$ cat src/rtl/l1_trigger_event_fifo.sv
// l1_trigger_event_fifo
// Turns per-beam L1 trigger pulses into timestamped events: beams are masked,
// coalesced over a COINC_CLOCKS window that opens on the first hit, and pushed
// as {timestamp, bitmap} into a first-word-fall-through FIFO drained by a
// valid/ready handshake.
// Optional build macro: L1_EVENT_DROP_COUNT_EN adds drop_count_o, a saturating
// count of events rejected because the FIFO was full.
//
// state    | meaning
// ---------+----------------------------------------------------------
// S_IDLE   | waiting for the first unmasked hit to open a window
// S_GATHER | window open, OR-ing further hits into the bitmap
// S_COMMIT | pushing {ts_l, bm_l}; hits this cycle are ignored
module l1_trigger_event_fifo #(
  parameter int NBEAMS       = 2,
  parameter int COINC_CLOCKS = 4,
  parameter int FIFO_DEPTH   = 16
) (
  input  logic                          aclk,
  input  logic                          reset_i,
  input  logic [NBEAMS-1:0]             trigger_i,
  input  logic [NBEAMS-1:0]             mask_i,
  output logic [32+NBEAMS-1:0]          evt_data_o,
  output logic                          evt_valid_o,
  input  logic                          evt_ready_i,
  output logic [$clog2(FIFO_DEPTH):0]   fifo_count_o
`ifdef L1_EVENT_DROP_COUNT_EN
  ,
  output logic [15:0]                   drop_count_o
`endif
);

  localparam int AW = $clog2(FIFO_DEPTH);
  localparam int DW = 32 + NBEAMS;

  localparam logic [1:0] S_IDLE   = 2'd0;
  localparam logic [1:0] S_GATHER = 2'd1;
  localparam logic [1:0] S_COMMIT = 2'd2;

  // Window down-counter reload: GATHER lasts COINC_CLOCKS-1 cycles, ending at zero.
  localparam logic [7:0] WIN_LOAD = 8'((COINC_CLOCKS > 1) ? (COINC_CLOCKS - 2) : 0);
  localparam logic [AW:0] FULL_COUNT = (AW + 1)'(FIFO_DEPTH);

  logic [31:0]       ts;
  logic [1:0]        state;
  logic [7:0]        win_cnt;
  logic [31:0]       ts_l;
  logic [NBEAMS-1:0] bm_l;
  logic [NBEAMS-1:0] hit;

  logic [DW-1:0]     mem [FIFO_DEPTH];
  logic [AW-1:0]     wr_ptr;
  logic [AW-1:0]     rd_ptr;
  logic [AW:0]       count;
  logic              push;
  logic              pop;
  logic              accept;

  assign hit    = trigger_i & ~mask_i;
  assign push   = (state == S_COMMIT);
  assign pop    = evt_valid_o && evt_ready_i;
  // A full FIFO still takes the event when the head leaves in the same cycle.
  assign accept = push && ((count != FULL_COUNT) || pop);

  assign evt_valid_o  = (count != '0);
  assign evt_data_o   = evt_valid_o ? mem[rd_ptr] : '0;
  assign fifo_count_o = count;

  // Free-running event timestamp.
  always_ff @(posedge aclk) begin
    if (reset_i) ts <= '0;
    else         ts <= ts + 32'd1;
  end

  // Coalescing FSM: open on first hit, gather for the window, then commit.
  always_ff @(posedge aclk) begin
    if (reset_i) begin
      state   <= S_IDLE;
      win_cnt <= '0;
      ts_l    <= '0;
      bm_l    <= '0;
    end else begin
      case (state)
        S_IDLE: begin
          if (|hit) begin
            ts_l    <= ts;
            bm_l    <= hit;
            win_cnt <= WIN_LOAD;
            state   <= (COINC_CLOCKS > 1) ? S_GATHER : S_COMMIT;
          end
        end
        S_GATHER: begin
          bm_l <= bm_l | hit;
          if (win_cnt == '0) state <= S_COMMIT;
          else               win_cnt <= win_cnt - 8'd1;
        end
        S_COMMIT: state <= S_IDLE;
        default:  state <= S_IDLE;
      endcase
    end
  end

  // FIFO storage; contents need no reset because valid gates the output.
  always_ff @(posedge aclk) begin
    if (accept) mem[wr_ptr] <= {ts_l, bm_l};
  end

  // FIFO pointers and occupancy.
  always_ff @(posedge aclk) begin
    if (reset_i) begin
      wr_ptr <= '0;
      rd_ptr <= '0;
      count  <= '0;
    end else begin
      if (accept) wr_ptr <= wr_ptr + 1'b1;
      if (pop)    rd_ptr <= rd_ptr + 1'b1;
      case ({accept, pop})
        2'b10:   count <= count + 1'b1;
        2'b01:   count <= count - 1'b1;
        default: count <= count;
      endcase
    end
  end

`ifdef L1_EVENT_DROP_COUNT_EN
  logic [15:0] drop_cnt;
  assign drop_count_o = drop_cnt;

  // Saturating count of events rejected by a full FIFO.
  always_ff @(posedge aclk) begin
    if (reset_i)                                         drop_cnt <= '0;
    else if (push && !accept && (drop_cnt != 16'hFFFF))  drop_cnt <= drop_cnt + 16'd1;
  end
`endif

endmodule

$ cat config.mk
export PLATFORM = sky130hd
export DESIGN_NAME = l1_trigger_event_fifo
export DESIGN_NICKNAME = d
export VERILOG_FILES = /design/src/rtl/l1_trigger_event_fifo.sv
export SDC_FILE = /design/constraint.sdc
export NUM_CORES = 1
export LEC_CHECK = 0
export ABC_AREA = 1
export CAP_MARGIN = 20
export CORE_ASPECT_RATIO = 1.1
export CORE_UTILIZATION = 50
export DETAILED_ROUTE_END_ITERATION = 6
export GPL_ROUTABILITY_DRIVEN = 1
export PLACE_DENSITY = 0.75
export SLEW_MARGIN = 0
export SYNTH_ARGS = -nofsm -noshare
export SYNTH_HDL_FRONTEND = slang
export SYNTH_SLANG_ARGS = --single-unit
$ cat constraint.sdc
create_clock -name aclk -period 4.51 [get_ports aclk]
set_input_delay 0.6765 -clock aclk [delete_from_list [all_inputs] [get_ports aclk]]
set_output_delay 0.6765 -clock aclk [all_outputs]
set_load 0.1 [all_outputs]
After elaboration in Yosys (flattened, before gate mapping)
Memory sizes are Yosys's and may differ from the RTL's. A register that Yosys moved wholly into a read port is not among the register bits.
Cells that the tools add are included.
W data, S select, Z words.
{"block": "word_totals", "regBits": 89, "mem_bits_rw": 544, "input_bits": 7, "memories": 1}
{"memory": "mem", "words": 16, "width": 34, "read_ports": 1, "rd_ports_with_merged_regs": 1, "write_ports": 1, "line_no": "51", "rtl": "logic [DW-1:0] mem [FIFO_DEPTH];"}
{"block": "classes", "addsub": 6, "eq_ne": 8, "mux": 14, "n_bitwise": 3, "reduce_logical": 13}
{"cell": "$mux W34", "count": 1}
{"cell": "$add A32 B1 Y32 const B", "count": 1}
{"cell": "$mux W8", "count": 2}
{"cell": "$pmux W8 S2", "count": 1}
{"cell": "$pmux W5 S2", "count": 1}
{"cell": "$add A4 B1 Y4 const B", "count": 2}
{"cell": "$logic_not A8 Y1", "count": 1}
{"cell": "$mux W4", "count": 2}
{"cell": "$pmux W2 S2", "count": 2}
{"cell": "$sub A8 B1 Y8 const B", "count": 1}
{"cell": "$mux W2", "count": 3}
{"cell": "$ne A2 B2 Y1 const B", "count": 3}
{"cell": "$reduce_and A2 Y1", "count": 3}
{"cell": "$add A5 B1 Y5 const B", "count": 1}
{"cell": "$ne A5 B5 Y1 const B", "count": 1}
{"cell": "$reduce_bool A5 Y1", "count": 1}
{"cell": "$sub A5 B1 Y5 const B", "count": 1}
{"cell": "$eq A2 B1 Y1 const B", "count": 2}
{"cell": "$eq A2 B2 Y1 const B", "count": 2}
{"cell": "$reduce_bool A2 Y1", "count": 2}
{"cell": "$reduce_and A3 Y1", "count": 1}
{"cell": "$and A2 B2 Y2", "count": 1}
{"cell": "$logic_and A1 B1 Y1", "count": 2}
{"cell": "$logic_not A2 Y1", "count": 1}
{"cell": "other kinds (5)", "count": 6}

Logic depth before layout (Yosys ltp)
{"block": "logic_depth", "ltp_word": 6, "mapped_depth": 12, "ltp_nobuf": 12}

Least setup slack after synthesis
No wires, ideal clock.
{"block": "synth_timing", "path_type": "reg-to-reg", "start": "register count[1], in the netlist fifo_count_o[1]", "end": "memory mem[1][0] (netlist bit) (enable)", "setup_time_ns": 0.468, "t_arrival_ns": 4.052, "t_required_ns": 4.042, "path_slack_ns": -0.010, "stages_incl_launch_ff": 6, "period_less_slack_ns": 4.520, "path_cell_list": "dfxtp_1 nor2_1 nand3_1 nand2_1 buf_2 nor3_1"}
{"block": "synth_via", "elab_chain_cells": 6, "elab_cells_between_ends": 7, "classes_between": "eq/ne (1); mux (2); reduce/logical (4)"}
{"element": "start: declaration", "line_no": "54", "rtl": "logic [AW:0] count;"}
{"element": "start signal: assignment", "line_no": "118", "rtl": "2'b10: count <= count + 1'b1;"}
{"element": "start signal: assignment", "line_no": "119", "rtl": "2'b01: count <= count - 1'b1;"}
{"element": "start signal: assignment", "line_no": "120", "rtl": "default: count <= count;"}
{"element": "$reduce_bool A5 Y1", "line_no": "65", "rtl": "assign evt_valid_o = (count != '0);"}
{"element": "$logic_and A1 B1 Y1", "line_no": "61", "rtl": "assign pop = evt_valid_o && evt_ready_i;"}
{"element": "$logic_or A1 B1 Y1 (*)", "line_no": "63", "rtl": "assign accept = push && ((count != FULL_COUNT) || pop);"}
{"element": "$logic_and A1 B1 Y1 (*)", "line_no": "63"}
{"element": "$mux W1 (*)", "line_no": "105", "rtl": "if (accept) mem[wr_ptr] <= {ts_l, bm_l};"}
{"element": "$mux W1 (not written as such) (*)", "line_no": "105"}
{"element": "end: declaration", "line_no": "51"}
Mark *: on every way between the ends. The rest lies on a longest branch, timed or not.

==> flow_metrics.tcl <==
set metrics [dict create \
    status "finished, violations left" \
    violations "DRC" \
    arrival_ns 3.16 \
    cts_setup_buffers 0 \
    n_antenna_cell 0 \
    p_leak_nw 10.4 \
    power.switching_w 0.00625 \
    ir_drop_uv 590 \
    hold_path_class "flip-flop to flip-flop" \
    die_x_um 220 \
    seq_power_share 0.404 \
    reg2reg_slack_ns 1.90 \
    synthSimpleGateAreaFrac 0.227 \
    cts_root_buf "clkbuf_16" \
    clock_skew_ns 0.0107 \
    synth_top_cell_by_area "edfxtp_1" \
    dp_cells 3032 \
    synthMuxAreaShare 0 \
    worstSetupEndpointType "output pin" \
    detailed_place_hpwl_um 32700 \
    postRouteAntennaNets 0 \
    p_int_w 0.0106 \
    drtPass1Iterations 7 \
    clock_latency_ns 0.64 \
    rows 87 \
    grt_util_all_layers 0.241 \
    finalNonFillerCells 3146 \
    synth_compound_area_frac 0.0303 \
    place.port_buffers 46 \
    grt_pass1_vias 17300 \
    synth_cell_types 30 \
    rr_worst_depth 8 \
    synth_xor_xnor_area_share 0.00303 \
    synth_top_family_by_area "simple AND/OR/NAND/NOR gates" \
    max_freq_mhz 261 \
    h-tree-depth 2 \
    pre_cts_ws_ns 1.16 \
    drcViolationCount 4 \
    hold-path-endpoint "win_cnt[0]" \
    dieHeight_um 241 \
    final_nets 2446 \
    gp_congestion 0.876 \
    grt_setup_unrepaired "false" \
    r2r_end "mem[11][16]" \
    cap_viol_max_count 0 \
    wl_per_cell_um 20.1 \
    numCtsBuffers 60 \
    ctsHoldBuffers 0 \
    hp-start "win_cnt[0]" \
    fin_crit_ns 3.84 \
    synth_top_area_frac 0.627 \
    design_area_um2 29000 \
    area_growth_pct 11.6 \
    dpl-instance-area_um2 27000 \
    grt_overflow_total 0 \
    initial_core_util 0.507 \
    syn-cell-area_um2 26000 \
    vias 17900 \
    layout-drive-gt1-share 0.0795 \
    synthTopCellsByArea "edfxtp_1, nand2_1, nand3_1" \
    power_density_nw_per_um2 580 \
    p_clk_frac 0.304 \
    ys_seq_elements 637 \
    hold_depth 1 \
    slew_headroom 0.111 \
    clk_path_buf_depth 3 \
    clkTransAtPathRegs_ns 0.06 \
    critPathKind "flip-flop to output pin" \
    timing.final.crit_share 0.851 \
    hold_viol_final 0 \
    cp-start-kind "flip-flop" \
    synth.avg_cell_area_um2 10.8 \
    p_comb_frac 0.292 \
    yosys_warnings 0 \
    grt_max_degree 220 \
    synthAdderAreaFrac 0.00606 \
    worst_hold_slack_ns 0.477 \
    antenna_found_initial 0 \
    fin_ws_ns 0.673 \
    worst_pin_slew_ns 1.33 \
    setup_viol 0 \
    p_total_w 0.0168 \
    viasPerCell 5.69 \
    synth_cells 2412 \
    maxSlewViolCount 0 \
    p_sw_frac 0.371 \
    ios 47 \
    synth_seq_area_share 0.699 \
    grt_pass1_wl_um 97000 \
    core_area_um2 51400 \
    synth_fp_nets 2431 \
    cts.sinks 637 \
    cts_tree "built" \
    r2r-start "fifo_count_o[1]" \
    die_area_um2 53000 \
    routed_wl_um 63300 \
    crit_path_max_fanout 91 \
    cts_resized 0 \
    worstPathRequired_ns 3.83 \
    drt-initial-drc-count 2029 \
]
-- power groups by stage --
stage / logic (W) / registers, W / clock network [W]
2_1_floorplan: 0.00369 / 0.00694 / 0
3_3_place_gp: 0.00479 / 0.00691 / 0
3_5_place_dp: 0.00488 / 0.00692 / 0
4_1_cts: 0.00490 / 0.00680 / 0.00518
5_1_grt: 0.00522 / 0.00682 / 0.00541
6_report: 0.00491 / 0.00680 / 0.00512
-- per-stage QoR --
stage / utilization / TNS [ns]
after floorplan: - / -3.27
after global placement: 0.526 / 0
after detailed placement: 0.526 / 0
after CTS: 0.565 / 0
after global routing: 0.565 / 0
final: 0.565 / 0
-- critical path: stages (launching register included) --
cell and delay, ns:
dfxtp_4 0.37, inv_6 0.48, buf_4 0.51, nand2_1 0.13
nand3_1 0.10, nand3_1 0.09, nand2_1 0.11, nand2_1 0.05
a21oi_1 0.23, buf_4 0.36
-- cells in the final DEF (no fill, tap or decap), types with 2 or more instances in the layout --
cell	instances
nor2_4	6
buf_12	3
xnor2_1	2
nor2_1	97
clkinv_2	12
clkdlybuf4s50_1	12
nand3b_1	6
xor2_1	7
clkbuf_1	13
nand3_2	3
clkinv_1	13
clkbuf_16	60
o21ai_0	51
inv_6	3
bufinv_16	8
nor2_2	3
a21oi_1	104
edfxtp_1	544
dfxtp_4	2
dfxtp_1	89
clkbuf_8	2
inv_1	63
buf_4	69
ha_1	11
nand4_1	6
nor3_2	12
dfxtp_2	2
nand3_1	443
nand2_1	813
clkinvlp_4	3
nor3_1	5
-- routing by layer --
metal | global-route usage | routed length (um)
met1 | 0.319 | 25100
met2 | 0.407 | 31300
met3 | 0.0336 | 5250
met4 | 0.0867 | 1670
met5 | 0 | 0
-- cell families (layout without fill, tap and decap cells) --
kind of cell / Yosys count / after routing
adders and majority gates: 12 / 12
buffers and inverters: 200 / 267
and+or+nand+nor: 1397 / 1397
xor gates and xnor gates: 9 / 9
DFF: 637 / 637
AOI/OAI and AO/OA: 157 / 157
-- sequential cells by signal, indices dropped and copies added (netlist names), named ones only --
| register | count |
|---|---|
| bm_l | 2 |
| fifo_count_o | 5 |
| mem | 544 |
| rd_ptr | 4 |
| state | 2 |
| ts | 32 |
| ts_l | 32 |
| win_cnt | 8 |
| wr_ptr | 4 |
-- cell type report --
type | instances | area, um^2
Inverter | 69 | 267
Multi-Input combinational cell | 1575 | 7030
Tap cell | 667 | 835
Clock inverter | 39 | 428
Timing Repair Buffer | 84 | 698
Fill cell | 4118 | 22300
Clock buffer | 75 | 1580
Sequential cell | 637 | 18200
-- worst max path at each step --
stage / to / slack [ns] / cells past startpoint
after detailed placement: mem[11][24] / 1.16 / 9
after CTS: evt_data_o[18] / 0.68 / 9
after floorplan: mem[1][0] / -0.01 / 5
after global placement: mem[11][25] / 1.19 / 9
after global routing: evt_data_o[18] / 0.58 / 9
final: evt_data_o[18] / 0.67 / 9
-- synthesized netlist by cell type --
cell	instances
nand2_1	813
edfxtp_1	544
nand3_1	443
a21oi_1	104
nor2_1	101
dfxtp_1	93
buf_2	63
inv_1	63
o21ai_0	51
clkbuf_1	41
nor3_1	17
buf_4	13
buf_1	11
ha_1	11
xor2_1	7
nand3b_1	6
nand4_1	6
buf_6	3
clkinv_1	3
inv_2	3
nand3_2	3
nor2_2	3
nor2_4	2
xnor2_1	2
a21oi_2	1
fa_1	1
nand2_2	1
nand3b_2	1
nor4_1	1
o21ai_1	1
(Power assumes the default switching activity.)
==> RTL edit (config.mk and constraints unchanged) <==
The option `L1_EVENT_DROP_COUNT_EN` is turned on by a define.
--- a/src/rtl/l1_trigger_event_fifo.sv
+++ b/src/rtl/l1_trigger_event_fifo.sv
@@ -11,6 +11,8 @@
 // S_IDLE   | waiting for the first unmasked hit to open a window
 // S_GATHER | window open, OR-ing further hits into the bitmap
 // S_COMMIT | pushing {ts_l, bm_l}; hits this cycle are ignored
+`define L1_EVENT_DROP_COUNT_EN
+
 module l1_trigger_event_fifo #(
   parameter int NBEAMS       = 2,
   parameter int COINC_CLOCKS = 4,
Formal check against the unedited RTL (old outputs only; new: drop_count_o): no difference found for any inputs over 4 cycles, from zero or initial values and one cycle with reset_i high; that may be too few to reach the edited logic, so the function may still have changed.
==> RTL edit against the unedited design <==
- die area up 3.2%
- maximum frequency down 5.0%
- wire length up 6.8%
- via count up 6.9%
- clock power up 7.8%
- first-iteration DRC count up 8.0%
- sequential cell count up 16
- global-route usage up 0.66 points
- power up 12%
- design area up 4.9%
- final cell count up 4.7%
- synthesized area up 3.3%
- worst setup slack worse by 0.20 ns
- critical path type unchanged
- critical endpoint is now evt_data_o[12]
- largest cell class unchanged
- largest power group unchanged
==> RTL edit: results <==
metrics = {
    "status": {
        "status": "finished clean",
    },
    "synthesis": {
        "yosysSeqAreaShare_pct": 68.9,
        "synthFlopType": "edfxtp_1",
        "avgSynthCellArea_um2": 10.6,
        "async_reset_ff_share_pct": 0,
        "ys_top_cells_by_area": "edfxtp_1, nand2_1, nand3_1",
        "synth_common_cells": "nand2_1, edfxtp_1, nand3_1, a21oi_1, dfxtp_1",
        "ys_types": 34,
        "synth_edf_count": 544,
        "yosysWarnings": 0,
    },
    "placed_design": {
        "dpl_worst_slack_ns": 1.07,
        "dp_cells": 3173,
        "dpl.hpwl_um": 38000,
        "place.gp.congestion": 0.903,
        "portBuffers": 62,
    },
    "worst_setup_path": {
        "slowest_stage": "dfxtp_4",
        "critPathMaxStageDelay_ns": 0.68,
        "worstReg2RegStart": "fifo_count_o[0]",
        "worstPathArrival_ns": 3.36,
        "rrSetupSlack_ns": 1.77,
        "path_max_fanout": 51,
    },
    "timing": {
        "fin_ws_ns": 0.470,
        "tightestPinTransition_ns": 1.06,
        "skew_ns": 0.0315,
    },
    "cts": {
        "clock_path_buffers": 3,
        "cts_buffers": 66,
        "cts_max_level": 3,
        "cts_resized": 0,
        "clock_latency_ns": 0.61,
        "cts_root_buf": "clkbuf_16",
        "path_clk_slew_ns": 0.06,
        "post_cts_buffers": 0,
    },
    "global_route": {
        "antenna_found_initial": 0,
        "grt_util_all_layers_pct": 24.8,
        "grt_pass1_wl_um": 104000,
        "grt_start_max_net_pins": 114,
    },
    "route": {
        "vias": 19100,
        "met2_length_um": 33100,
        "met1_length_um": 26500,
        "ant_nets": 0,
        "drt-initial-drc-count": 2192,
        "dr.pass1.iters": 6,
        "drt-total-wl_um": 67600,
        "highest-signal-layer": "met4",
        "wl_met3_um": 5870,
    },
    "power_and_ir_drop": {
        "peakVddDrop_mv": 0.497,
        "p_leak_nw": 10.8,
    },
    "final_layout": {
        "fin_cells": 3293,
        "diodes": 0,
        "num-fill-cells": 4197,
        "final_nets": 2587,
        "drive_gt1_share_pct": 8.06,
    },
    "hold_path": {
        "hp-class": "flip-flop to flip-flop",
        "min-delay-start": "ts[30]",
    },
    "die": {
        "placementRows": 88,
    },
}
## RTL edit: changes by cell type in the layout (fill, tap and decap cells not counted), moves of 12 or more
cell and delta:
buf_12 +21, buf_4 -25, nand2_1 +42, inv_1 +12
a21oi_1 +22, clkdlybuf4s50_1 +15, dfxtp_1 +16
## RTL edit: worst paths after layout
| path | to | cells past startpoint |
|---|---|---|
| setup / recovery | evt_data_o[12] | 8 |
| hold / removal | ts[30] | 2 |
| setup reg to reg | mem[7][17] | 7 |
| hold reg to reg | ts[30] | 2 |
## RTL edit: where the power goes
group          internal (mW)  switching (mW)
combinational           1.50            4.47
sequential              6.85           0.473
clock                   3.20            2.32
## RTL edit: cell families after synthesis
group | Yosys count | share of synthesized area (%)
simple gates | 1451 | 22.8
fa+ha+maj | 13 | 0.633
flops | 653 | 68.9
buf+inv | 217 | 3.71
xor+xnor | 15 | 0.489
compound gates | 187 | 3.50
## RTL edit: metal layers
layer,track usage (%),vias to the layer above
li1,-,8788
met1,32.4,9168
met2,41.7,1034
met3,3.28,144
met4,10.4,0
met5,0,-
## RTL edit: final cells by class
cell class | count | area [µm²] | share of cell area (%)
Timing Repair Buffer | 96 | 1090 | 3.56
Multi-Input combinational cell | 1666 | 7490 | 24.6
Sequential cell | 653 | 18500 | 60.8
Tap cell | 675 | 845 | 2.77
Clock inverter | 41 | 413 | 1.36
Inverter | 84 | 323 | 1.06
Clock buffer | 78 | 1780 | 5.85
## RTL edit: through the flow
stage / hold WS (ns) / area (µm²)
after floorplan: 0.439 / 26900
after global placement: 0.447 / 28300
after detailed placement: 0.455 / 28300
after CTS: 0.464 / 30400
after global routing: 0.499 / 30500
final: 0.460 / 30500
## RTL edit: worst max-delay path, delay by kind of cell (launching register included)
kind | cells | cell delay (ns)
and+or+nand+nor | 4 | 0.42
DFF | 1 | 0.68
AOI/OAI and AO/OA | 1 | 0.10
buffers and inverters | 3 | 1.46
